==> src/rtl/execution_trace_buffer.sv <==
// Snapshots r0..r7 into an in-order trace FIFO on each entry into FETCH_END and
// drains it over a valid/ready port; dropped events are counted, not hidden.
package constants_pkg;
  typedef enum logic [2:0] {
    FETCH_START = 3'd0,
    FETCH_END   = 3'd1,
    DECODE      = 3'd2,
    EXECUTE     = 3'd3,
    MEMORY      = 3'd4,
    WRITEBACK   = 3'd5
  } ExecutionStage;
endpackage

module execution_trace_buffer #(
  parameter int DEPTH = 16,
  parameter int IDX_W = 16
) (
  input  logic                          clk,
  input  logic                          reset,
  input  constants_pkg::ExecutionStage  state,
  input  logic [7:0]                    r0,
  input  logic [7:0]                    r1,
  input  logic [7:0]                    r2,
  input  logic [7:0]                    r3,
  input  logic [7:0]                    r4,
  input  logic [7:0]                    r5,
  input  logic [7:0]                    r6,
  input  logic [7:0]                    r7,
  input  logic                          capture_en,
  input  logic                          trace_ready,
  output logic                          trace_valid,
  output logic [IDX_W-1:0]              trace_index,
  output logic [63:0]                   trace_regs,
  output logic [$clog2(DEPTH+1)-1:0]    level,
  output logic [7:0]                    drop_count,
  output logic                          overflow
);

  localparam int PTR_W = $clog2(DEPTH);
  localparam int LVL_W = $clog2(DEPTH + 1);
  localparam logic [LVL_W-1:0] FULL = LVL_W'(DEPTH);

  logic              r_prev_fe;
  logic [IDX_W-1:0]  r_idx;
  logic [PTR_W-1:0]  r_wr_ptr;
  logic [PTR_W-1:0]  r_rd_ptr;
  logic [LVL_W-1:0]  r_level;
  logic [7:0]        r_drop;
  logic              r_ovf;
  logic [IDX_W-1:0]  r_mem_idx  [DEPTH];
  logic [63:0]       r_mem_regs [DEPTH];

  logic w_is_fe;
  logic w_event;
  logic w_pop;
  logic w_push;
  logic w_drop;

  always_comb begin
    w_is_fe = (state == constants_pkg::FETCH_END);
    w_event = capture_en && w_is_fe && !r_prev_fe;
    w_pop   = (r_level != '0) && trace_ready;
    // A full FIFO still accepts the event when the head leaves in the same cycle.
    w_push  = w_event && ((r_level < FULL) || w_pop);
    w_drop  = w_event && !w_push;
  end

  always_ff @(posedge clk) begin
    if (reset) begin
      r_prev_fe <= 1'b0;
      r_idx     <= '0;
      r_wr_ptr  <= '0;
      r_rd_ptr  <= '0;
      r_level   <= '0;
      r_drop    <= '0;
      r_ovf     <= 1'b0;
    end else begin
      r_prev_fe <= w_is_fe;
      if (w_event) r_idx <= r_idx + 1'b1;
      if (w_push)  r_wr_ptr <= r_wr_ptr + 1'b1;
      if (w_pop)   r_rd_ptr <= r_rd_ptr + 1'b1;
      if (w_push && !w_pop)      r_level <= r_level + 1'b1;
      else if (!w_push && w_pop) r_level <= r_level - 1'b1;
      if (w_drop) begin
        r_ovf <= 1'b1;
        if (r_drop != '1) r_drop <= r_drop + 1'b1;
      end
    end
  end

  // Storage is deliberately not reset; only occupancy tracking is.
  always_ff @(posedge clk) begin
    if (w_push && !reset) begin
      r_mem_idx[r_wr_ptr]  <= r_idx;
      r_mem_regs[r_wr_ptr] <= {r7, r6, r5, r4, r3, r2, r1, r0};
    end
  end

  always_comb begin
    trace_valid = (r_level != '0);
    trace_index = r_mem_idx[r_rd_ptr];
    trace_regs  = r_mem_regs[r_rd_ptr];
    level       = r_level;
    drop_count  = r_drop;
    overflow    = r_ovf;
  end

endmodule

==> config.mk <==
export PLATFORM = sky130hd
export DESIGN_NAME = execution_trace_buffer
export DESIGN_NICKNAME = d
export VERILOG_FILES = /design/src/rtl/execution_trace_buffer.sv
export SDC_FILE = /design/constraint.sdc
export NUM_CORES = 1
export LEC_CHECK = 0
export CORE_ASPECT_RATIO = 1.4
export CORE_MARGIN = 2
export CORE_UTILIZATION = 55
export CTS_BUF_LIST = sky130_fd_sc_hd__clkbuf_16
export DETAILED_ROUTE_END_ITERATION = 7
export DONT_BUFFER_PORTS = 1
export GPL_TIMING_DRIVEN = 0
export HOLD_SLACK_MARGIN = 0.02
export PLACE_DENSITY_LB_ADDON = 0.1
export SETUP_SLACK_MARGIN = 0.05
export SYNTH_ARGS = -nofsm -noshare
export SYNTH_HDL_FRONTEND = slang
export SYNTH_SLANG_ARGS = --single-unit
==> constraint.sdc <==
create_clock -name clk -period 19.65 [get_ports clk]
set_input_delay 2.9475 -clock clk [delete_from_list [all_inputs] [get_ports clk]]
set_output_delay 2.9475 -clock clk [all_outputs]
set_load 0.01 [all_outputs]
==> reports/metrics.csv <==
stage;metric;value;unit
yosys;Mapped Nets;2285;
layout;Multi-input gate area;10020;sq um
yosys;Async S/R FF share, synth;0;%
grt;largest net degree at the start of global routing;25;
drt;ANT nets after route;0;
layout;n_diodes;0;
worst_setup_path;critical path startpoint category;flip-flop;
min_path;Hold Crit Endpoint;overflow;
sta;final worst path period need;7.216;ns
floorplan;Die H;359.6;microns
drt;Top Layer Used;met4;
sta;Max-Slew Margin vs Limit;17.19;%
yosys;Post-Syn Area;49690;sq um
floorplan;Initial Util;55.44;%
sta;final setup margin;12.43;ns
yosys;FF+latch count, synth;1323;
placed_design;routability cong.;0.7301;
pwr;cell leakage power;17.42;nW
sta;Final Max Slew Viols;0;
sta;setup_tns;0;ns
sta;slew at the pin with the worst max-slew slack;1.242;ns
yosys;Synth Flop Type;edfxtp_1;
sta;maximum achievable frequency;138.6;MHz
sta;unrepaired setup endpoints after global routing;no;
floorplan;die extent in x;258.0;microns
outcome;status;completed;
grt;vias in the first global route;24770;
drt;wire length on met2;60.08;mm
drt;DRC Markers;0;
yosys;Synth area leaders;edfxtp_1, mux4_2, a22oi_1, dfxtp_1, nand2_1;
layout;area occupied by registers;39300;sq um
drt;Met3 Wirelength;8.703;mm
worst_setup_path;critical path endpoint category;output port;
worst_setup_path;Reg-to-Reg End;r_mem_regs[0][27];
sta;fin crit share;36.72;%
sta;clock skew;0.02282;ns
grt;first-pass GRT wire length;165.2;mm
layout;fillers;6000;
drt;WL/cell;30.76;microns
worst_setup_path;R2R cell count;10;
yosys;top cell type's share of synthesized area;77.35;%
sta;# setup viols final;0;
min_path;number of cells on the worst hold path;2;
clocking;CTS tree;done;
floorplan;Site Rows;130;
yosys;Post-synth EDFFs;1280;
worst_setup_path;CP Data Arrival Time;4.27;ns
layout;share of layout cells above drive strength 1;23.80;%
worst_setup_path;FF-to-FF Start;r_prev_fe;
drt;wire length on met1;42.07;mm
floorplan;die area;92800;sq um
yosys;Mapped Cells;2202;
layout;Layout Nets;2489;
clocking;Post-CTS Repair Setup Buffers;0;
pwr;Pwr Density;109.0;nW/um^2
floorplan;IO Pins;166;
clocking;H-Tree Depth;3;
drt;1st-iter DRT viols;2247;
layout;P&R area growth vs syn;13.65;%
yosys;post-synth top area cell;edfxtp_1;
sta;Final Hold Fails;0;
clocking;cts repair resizes;0;
min_path;hold path startpoint;overflow;
placed_design;PortBufs;0;
grt;number of antenna violations at the first check in global routing;1;
yosys;count leader, synth;edfxtp_1;
clocking;Skew-Pair Late Insertion Delay;0.72;ns
grt;remaining global-route overflow;0;
clocking;Sink Count;1323;
clocking;Inserted Clock Buffers;119;
flow_run;total of max-cap violations;0;
worst_setup_path;CP Data Required Time;16.70;ns
pwr;worst vdd ir;74.02;uV
worst_setup_path;critical path type;flip-flop to output port;
yosys;syn_area_per_cell;22.57;sq um
worst_setup_path;FF-to-FF setup slack;16.34;ns
placed_design;Detailed Place HPWL;72.66;mm
yosys;warning count from the yosys run;0;
min_path;Worst Hold Class;flip-flop to flip-flop;
floorplan;CORE AREA;89620;sq um
grt;Total Routing Usage GR;24.88;%
drt;drt via density;6.301;
drt;final wirelength;113.6;mm
clocking;Clock transition at path regs;0.07;ns
drt;Pre-antenna DRT Iters;5;
drt;Vias;23264;
placed_design;Placement Setup Slack;13.13;ns
yosys;Netlist cell types;47;
clocking;Root Buffer;clkbuf_16;
worst_setup_path;Worst Path Max Fanout;10;
yosys;Post-synth top cells;edfxtp_1, mux4_2, a22oi_1;
clocking;Hold-fix buffers, CTS;0;
clocking;CTS Buffer Depth;3;
yosys;post-synthesis sequential area ratio;79.09;%
==> critical path, cell delays in order (launching register included) <==
cell,delay [ns]
dfxtp_1,0.36
clkbuf_1,0.23
clkbuf_1,0.76
buf_1,0.93
mux4_2,0.61
a22oi_1,0.42
nand2_1,0.21
==> registers in the layout, indices dropped and copies added, names as in the netlist, named ones only <==
signal / flops
r_idx: 16
r_wr_ptr: 4
overflow: 1
r_rd_ptr: 4
level: 5
r_mem_regs: 1024
drop_count: 8
r_prev_fe: 1
r_mem_idx: 256
==> routing by layer <==
metal  vias to the layer above  track usage, %
met4                         0           7.832
met1                     12497           31.05
li1                       9777               -
met3                       152           5.640
met2                       838           43.39
met5                         -               0
==> power breakdown <==
group | switching [mW] | leakage [nW] | total, mW | internal [mW]
clock network | 1.00 | 1.95 | 2.28 | 1.27
registers | 0.00942 | 11.9 | 3.10 | 3.09
logic | 0.426 | 3.55 | 0.779 | 0.353
total | 1.44 | 17.4 | 6.16 | 4.72
==> layout make-up <==
cell class | count | share of cell area [%]
multi-input cells | 751 | 17.74
plain buffers | 118 | 0.7954
clock inverters | 99 | 1.427
well taps | 1188 | 2.632
repair buffers | 83 | 2.439
flip-flops and latches | 1323 | 69.59
inverters | 10 | 0.06647
clock buffers | 120 | 5.317
==> placed cells by master (no fill, tap or decap), types with 6 or more instances in the layout <==
cell type	count
a21oi_1	20
a22oi_1	160
buf_1	41
buf_12	34
buf_16	8
buf_6	35
bufinv_16	13
clkbuf_1	72
clkbuf_16	120
clkinv_1	26
clkinv_2	23
clkinvlp_4	7
dfxtp_1	43
edfxtp_1	1280
ha_1	11
inv_1	34
mux4_2	320
nand2_1	94
nand3_1	13
nor2_1	23
nor2_4	12
nor2b_1	6
o21ai_0	11
or3_1	10
or4_1	6
xor2_1	7
==> cell families after synthesis <==
logic type,share of synthesized area (%)
flops,79.09
mux,14.61
compound gates,2.961
simple gates,1.838
buf+inv,0.9795
xor+xnor,0.2115
fa+ha+maj,0.3173
==> worst max-delay path by stage <==
stage               startpoint           endpoint  slack [ns]
floorplan             state[1]    r_mem_idx[3][0]        9.70
global placement      state[1]  r_mem_regs[1][19]        2.54
detailed placement   flip-flop      trace_regs[6]       13.13
CTS                  flip-flop      trace_regs[6]       12.31
global route         flip-flop     trace_regs[44]       12.29
finish               flip-flop      trace_regs[9]       12.43
==> stage by stage <==
step                      util, %  total power, mW  cell area [sq um]  hold slack, ns  std cells
after floorplan                 -            3.736              49690          0.4696       2202
after global placement      57.10            3.949              51180          0.4918       3390
after detailed placement    58.76            3.956              52660          0.4967       3473
after CTS                   63.01            6.211              56470          0.5089       3692
after global routing        63.01            6.348              56470          0.5470       3692
final                       63.01            6.156              56470          0.5102       3692
Note: power is estimated with default switching activity, not from simulation.
